<file path="config.mk">
export PLATFORM = sky130hd
export DESIGN_NAME = keccak_arbiter
export DESIGN_NICKNAME = d
export VERILOG_FILES = /design/src/rtl/keccak_pkg_mine.sv /design/src/rtl/keccak_arbiter.sv
export SDC_FILE = /design/constraint.sdc
export NUM_CORES = 1
export LEC_CHECK = 0
export BUFFER_PORTS_ARGS = -buffer_cell sky130_fd_sc_hd__buf_4
export CELL_PAD_IN_SITES_DETAIL_PLACEMENT = 0
export CELL_PAD_IN_SITES_GLOBAL_PLACEMENT = 2
export CORE_MARGIN = 2
export CORE_UTILIZATION = 17
export DETAILED_ROUTE_END_ITERATION = 8
export PLACE_DENSITY = 0.79
export SLEW_MARGIN = 40
export SYNTH_ARGS = -nofsm -noshare
export SYNTH_HDL_FRONTEND = slang
export SYNTH_SLANG_ARGS = --single-unit
</file>
<file path="constraint.sdc">
create_clock -name clk -period 2.5 [get_ports clk]
set_clock_uncertainty 0.2 [all_clocks]
set_input_delay 0.25 -clock clk [delete_from_list [all_inputs] [get_ports clk]]
set_output_delay 0.25 -clock clk [all_outputs]
set_load 0.01 [all_outputs]
</file>
<file path="src/rtl/keccak_pkg_mine.sv">
// Shared types and constants for the Keccak core request arbiter.
package keccak_pkg_mine;

    localparam int unsigned w = 64;

    // Output-length field position inside the header word.
    localparam int unsigned OLEN_LSB = 0;
    localparam int unsigned OLEN_W   = 32;
    localparam int unsigned CNT_W    = 32;

    typedef enum logic [1:0] {
        ST_IDLE   = 2'd0,
        ST_INPUT  = 2'd1,
        ST_OUTPUT = 2'd2
    } state_e;

endpackage

</file>
<file path="src/rtl/keccak_arbiter.sv">
// Two-requester round-robin front end for a single Keccak core: one request's
// message in, then exactly ceil(OLEN/W) result words back to the same requester.
module keccak_arbiter
    import keccak_pkg_mine::*;
#(
    parameter int unsigned W = w
) (
    input  logic         clk,
    input  logic         rst,

    input  logic         req0_valid,
    input  logic         req0_last,
    input  logic [W-1:0] req0_data,
    output logic         req0_ready,
    output logic         resp0_valid,
    output logic [W-1:0] resp0_data,
    input  logic         resp0_ready,

    input  logic         req1_valid,
    input  logic         req1_last,
    input  logic [W-1:0] req1_data,
    output logic         req1_ready,
    output logic         resp1_valid,
    output logic [W-1:0] resp1_data,
    input  logic         resp1_ready,

    output logic         k_valid_n,
    output logic         k_ready_n,
    output logic [W-1:0] k_data,
    input  logic         k_ready,
    input  logic         k_valid,
    input  logic [W-1:0] k_dout
);

    state_e             state_q, state_d;
    logic               grant_q, grant_d;
    logic               last_grant_q, last_grant_d;
    logic               first_q, first_d;
    logic [CNT_W-1:0]   cnt_q, cnt_d;

    logic               sel_valid;
    logic               sel_last;
    logic [W-1:0]       sel_data;
    logic               sel_resp_ready;
    logic [OLEN_W-1:0]  olen;
    logic [OLEN_W:0]    olen_sum;
    logic [CNT_W-1:0]   owords;
    logic               pick;
    logic               in_xfer;
    logic               out_xfer;

    // Granted-requester view of the input and response channels.
    assign sel_valid      = grant_q ? req1_valid  : req0_valid;
    assign sel_last       = grant_q ? req1_last   : req0_last;
    assign sel_data       = grant_q ? req1_data   : req0_data;
    assign sel_resp_ready = grant_q ? resp1_ready : resp0_ready;

    // Word count from the header; a zero length still yields one word.
    assign olen     = sel_data[OLEN_LSB +: OLEN_W];
    assign olen_sum = {1'b0, olen} + (OLEN_W+1)'(W - 1);
    assign owords   = (olen == '0) ? CNT_W'(1) : CNT_W'(olen_sum / (OLEN_W+1)'(W));

    assign in_xfer  = (state_q == ST_INPUT)  && sel_valid && k_ready;
    assign out_xfer = (state_q == ST_OUTPUT) && k_valid   && sel_resp_ready;

    always_ff @(posedge clk) begin
        if (rst) begin
            state_q      <= ST_IDLE;
            grant_q      <= 1'b0;
            last_grant_q <= 1'b1;
            first_q      <= 1'b0;
            cnt_q        <= '0;
        end else begin
            state_q      <= state_d;
            grant_q      <= grant_d;
            last_grant_q <= last_grant_d;
            first_q      <= first_d;
            cnt_q        <= cnt_d;
        end
    end

    always_comb begin
        state_d      = state_q;
        grant_d      = grant_q;
        last_grant_d = last_grant_q;
        first_d      = first_q;
        cnt_d        = cnt_q;
        pick         = 1'b0;

        req0_ready   = 1'b0;
        req1_ready   = 1'b0;
        resp0_valid  = 1'b0;
        resp1_valid  = 1'b0;
        resp0_data   = '0;
        resp1_data   = '0;
        k_data       = '0;
        k_valid_n    = 1'b1;
        k_ready_n    = 1'b1;

        unique case (state_q)
            ST_IDLE: begin
                if (req0_valid || req1_valid) begin
                    // On a tie the requester not served last time wins.
                    pick         = (req0_valid && req1_valid) ? ~last_grant_q : req1_valid;
                    grant_d      = pick;
                    last_grant_d = pick;
                    first_d      = 1'b1;
                    state_d      = ST_INPUT;
                end
            end
            ST_INPUT: begin
                if (in_xfer) begin
                    first_d = 1'b0;
                    if (first_q) begin
                        cnt_d = owords;
                    end
                    if (sel_last) begin
                        state_d = ST_OUTPUT;
                    end
                end
            end
            ST_OUTPUT: begin
                if (out_xfer) begin
                    cnt_d = cnt_q - CNT_W'(1);
                    if (cnt_q <= CNT_W'(1)) begin
                        state_d = ST_IDLE;
                    end
                end
            end
            default: state_d = ST_IDLE;
        endcase

        // Pass-through paths, forced to their idle values while in reset.
        if (!rst) begin
            if (state_q == ST_INPUT) begin
                k_data    = sel_data;
                k_valid_n = ~sel_valid;
                if (grant_q) req1_ready = k_ready;
                else         req0_ready = k_ready;
            end
            if (state_q == ST_OUTPUT) begin
                k_ready_n = ~sel_resp_ready;
                if (grant_q) begin
                    resp1_valid = k_valid;
                    resp1_data  = k_dout;
                end else begin
                    resp0_valid = k_valid;
                    resp0_data  = k_dout;
                end
            end
        end
    end

endmodule

</file>
== Word level (Yosys, flattened, before mapping) ==
Cells that the tools add are included.

* Flip-flop bits (word level): 37
* Input port bits: 202
* Word-level logic and storage cells: 76
* Output and inout port bits: 198
* Memory bits (writable): 0
* Memories: 0
* Bits in read-only memories: 0
* Latch bits: 0

* Divide/modulo/power cells: 0
* Eq/ne operators: 8
* Reduce and logical (&&, ||, !) cells: 14
* $lt $le $gt $ge: 1
* Bitwise gates (word level): 3
* Multiply operators: 0
* Add/subtract/negate cells: 2
* Muxes and demuxes: 43
* Shifts and indexed selects: 0

{| class="wikitable"
|+ Operators by type and width
! operator !! number
|-
| $mux W64 || 9
|-
| $mux W32 || 3
|-
| $pmux W32 S2 || 1
|-
| $add A32 B6 Y33 const B || 1
|-
| $le A32 B1 Y1 const B || 1
|-
| $logic_not A32 Y1 || 1
|-
| $sub A32 B1 Y32 const B || 1
|-
| $mux W27 || 1
|-
| $mux W1 || 22
|-
| $mux W2 || 5
|-
| $ne A2 B2 Y1 const B || 5
|-
| $pmux W2 S3 || 1
|-
| $logic_and A1 B1 Y1 || 5
|-
| $reduce_and A5 Y1 || 1
|-
| $reduce_and A4 Y1 || 1
|-
| $reduce_bool A2 Y1 || 2
|-
| $not A1 Y1 || 3
|-
| $reduce_and A3 Y1 || 1
|-
| $eq A2 B1 Y1 const B || 1
|-
| $eq A2 B2 Y1 const B || 1
|-
| $logic_not A2 Y1 || 1
|-
| $ne A2 B1 Y1 const B || 1
|-
| $pmux W1 S2 || 1
|-
| $reduce_and A2 Y1 || 1
|-
| $logic_or A1 B1 Y1 || 1
|}

== Longest topological paths before layout ==
* Word-level depth: 6
* Gate-level depth with buffers: 10
* Mapped depth without buffers: 8

== Least setup slack after synthesis ==
No wires, ideal clock.

* Kind: reg2reg
* Start: reg cnt_q[0]
* End: reg cnt_q[26]
* Arrival time: 2.080 ns
* Data required time: 2.168 ns
* Path buffers: 1
* Stages on the path, launching flop included: 10
* Library setup time: 0.132 ns
* Clock period less this slack: 2.412 ns
* Path slack: 0.088 ns
* Cells stage by stage: dfxtp_1 > inv_1 > ha_1 > or4b_1 > buf_2 > nor4_1 > nand3_1 > o311a_1 > a41oi_1 > a21oi_1

* Cells in the longest elaborated chain, start to end: 3

{| class="wikitable"
|+ Ends and longest elaborated chain
! item !! line !! text
|-
| start: declaration || keccak_arbiter.sv:39 || <nowiki>logic [CNT_W-1:0] cnt_q, cnt_d;</nowiki>
|-
| start signal: assignment || keccak_arbiter.sv:78 || <nowiki>cnt_q <= cnt_d;</nowiki>
|-
| $sub A32 B1 Y32 || keccak_arbiter.sv:124 || <nowiki>cnt_d = cnt_q - CNT_W'(1);</nowiki>
|-
| $mux W32 || keccak_arbiter.sv:123 || <nowiki>if (out_xfer) begin</nowiki>
|-
| $pmux W32 S2 || keccak_arbiter.sv:100 || <nowiki>unique case (state_q)</nowiki>
|}

Every way passes these cells. The select of a mux whose other input is x is not followed.
A chain may end at the register's enable or synchronous reset.

== Worst setup path in the final report ==
* Start: reg grant_q
* End: out resp1_data[28]

* Cells in the longest elaborated chain, start to end: 3

{| class="wikitable"
|+ Ends and longest elaborated chain
! item !! line !! text
|-
| start: declaration || keccak_arbiter.sv:36 || <nowiki>logic grant_q, grant_d;</nowiki>
|-
| start signal: assignment || keccak_arbiter.sv:75 || <nowiki>grant_q <= grant_d;</nowiki>
|-
| $mux W64 || keccak_arbiter.sv:143 || <nowiki>if (grant_q) begin</nowiki>
|-
| $mux W64 || keccak_arbiter.sv:141 || <nowiki>if (state_q == ST_OUTPUT) begin</nowiki>
|-
| $mux W64 || keccak_arbiter.sv:134 || <nowiki>if (!rst) begin</nowiki>
|-
| end: declaration || keccak_arbiter.sv:24 || <nowiki>output logic [W-1:0] resp1_data,</nowiki>
|}

Every way passes these cells.

==> flow_summary.json <==
{
  "synthTopCellsByCount": "and2_1, nor2_1, mux2i_1, dfxtp_1, clkbuf_1",
  "grt-ovfl-total": 0,
  "die_area_sq_um": 30700,
  "clockBufferDepth": 2,
  "clock-sinks": 37,
  "netlist_area_sq_um": 4990,
  "synth_seq_cells": 37,
  "syn_nets": 919,
  "crit_arrival_ps": 2020,
  "die_h_um": 175,
  "rsz0062_at_grt": "yes",
  "tightest_slew_ps": 560,
  "cts_hold_buf": 0,
  "grt_use_total": 0.181,
  "fmax_ghz": 0.405,
  "ys_types": 71,
  "yosysTopAreaCellShare": 0.165,
  "start_util": 0.173,
  "fin_crit_sh": 0.987,
  "wl_per_cell_um": 19.0,
  "grt_max_degree": 66,
  "avgSynthCellArea_sq_um": 6.98,
  "ys_seq_area_frac": 0.148,
  "hpwlAfterDp_um": 25000,
  "die_w_um": 175,
  "coreArea_sq_um": 28800,
  "synthCells": 715,
  "port_buffers": 399,
  "drtPass1Iterations": 4,
  "drive_gt1_frac": 0.459,
  "via_per_inst": 4.52,
  "p_leak_nw": 4.29,
  "final_cell_count_no_fill": 1542,
  "vdd_drop_max_uv": 229,
  "total_power_mw": 2.64,
  "crit_path_end_kind": "output pin",
  "yosys_warnings": 0,
  "io_pins": 400,
  "drt-total-wl_um": 29300,
  "h-tree-depth": 2,
  "dp.cells": 1532,
  "power_density_nw_per_um2": 286,
  "yosysTopAreaCell": "and2_1",
  "pre_cts_ws_ps": -22.7,
  "synth_edf_count": 0,
  "min_period_ps": 2470,
  "num_vias": 6973,
  "setup_slack_ps": 33.5,
  "synth-async-reset-ratio": 0,
  "area_growth_pct": 84.9,
  "critPathLaunchType": "flop",
  "drc": 0,
  "maxSlewHeadroom": 0.626,
  "synth.most_common_cell": "and2_1",
  "min_path_type": "in -> reg",
  "synth_flop_cell": "dfxtp_1",
  "routabilityCongestion": 0.855,
  "cts_made_buffers": 5,
  "tritoncts": "done",
  "insertion_delay_ps": 290,
  "row_count": 62,
  "report.final.slew_viol_count": 0,
  "hold_viol": 0,
  "grt_pass1_wl_um": 43400,
  "first_global_vias": 6928,
  "synthTopCellsByArea": "and2_1, dfxtp_1, mux2i_1",
  "cp.required_ps": 2050,
  "status": "finished clean",
  "finalSetupViolCount": 0,
  "cts-root-buf": "clkbuf_16",
  "layout.nets": 1360,
  "maxCapViolCount": 0,
  "cp_max_fo": 18,
  "antenna_found_initial": 0,
  "ant_nets": 0,
  "drt_iter0_drc": 376,
  "critPathKind": "reg -> out",
  "clkSlewWorstSetupHoldPaths_ps": 70
}
-- routing by layer --
layer | global-route usage | routed length, um | vias up
li1 | - | - | 3463
met1 | 0.239 | 12600 | 3188
met2 | 0.306 | 14200 | 297
met3 | 0.0277 | 1770 | 25
met4 | 0.0483 | 691 | 0
met5 | 0 | 0 | -
-- sequential cells by signal, indices dropped and copies added, names as in the netlist --
signal,flops
cnt_q,32
first_q,1
grant_q,1
last_grant_q,1
state_q,2
-- cells by family (layout without fill, tap and decap cells) --
family	Yosys count	after routing	synth area share
AOI/OAI and AO/OA	111	111	0.155
xor gates and xnor gates	19	19	0.0333
adders and majority gates	2	2	0.00501
buffers and inverters	56	498	0.0541
DFF	37	37	0.148
muxes	65	65	0.131
other	0	1	0
and+or+nand+nor	425	425	0.474
-- cell usage in the layout (no fill, tap or decap), types with 9 or more instances in the layout --
| cell | count |
|---|---|
| buf_4 | 477 |
| o21ai_0 | 29 |
| nand4_1 | 9 |
| a21oi_1 | 18 |
| nor2_1 | 113 |
| xor2_1 | 10 |
| nor4_1 | 22 |
| mux2i_1 | 63 |
| dfxtp_1 | 36 |
| nand3_1 | 28 |
| or3_1 | 11 |
| nand2_1 | 31 |
| and2_1 | 131 |
| nor3_1 | 24 |
-- final cells by class --
type	instances	area (sq um)
multi-input combinational	622	4090
clock inverter	3	46.3
sequential	37	744
antenna	1	2.50
fill	3166	19600
tap	384	480
inverter	5	18.8
clock buffer	5	125
timing repair buffer	485	3730
-- path summary, 6_finish.rpt --
path                                 start  cells past startpoint  slack [ps]             end
worst max register to register     grant_q                      9         120       cnt_q[10]
worst max-delay path               grant_q                      6          30  resp1_data[28]
worst min register to register     first_q                      2         260         first_q
worst min-delay path            req0_valid                      3          80         first_q
-- critical path, cell delays in order, from the launching register on --
cell	delay (ps)
dfxtp_4	460
buf_4	200
buf_8	200
and3_4	270
buf_4	210
and2_1	220
buf_4	150
-- timing repair --
item,in CTS,in global routing
endpoints found under the hold margin,0,0
buffers inserted,0,2
cloned,0,0
setup endpoints to repair,72,55
resized for setup,7,16
pin swaps,0,4
-- where the power goes --
part / total, mW / internal [mW] / switching (mW)
Combinational: 1.25 / 0.640 / 0.610
Sequential: 0.636 / 0.612 / 0.0239
Clock: 0.750 / 0.473 / 0.278
Total: 2.64 / 1.72 / 0.911
-- metrics by stage --
stage          area, sq um  hold slack [ps]  utilization  setup TNS [ps]
3_5_place_dp          8940              252        0.311           -28.3
4_1_cts               9140             83.7        0.318               0
6_report              9230             82.2        0.321               0
5_1_grt               9230             95.9        0.321           -1560
2_1_floorplan         4990              231            -               0
3_3_place_gp          8940              250        0.311               0
Note: power is estimated with default switching activity, not from simulation.
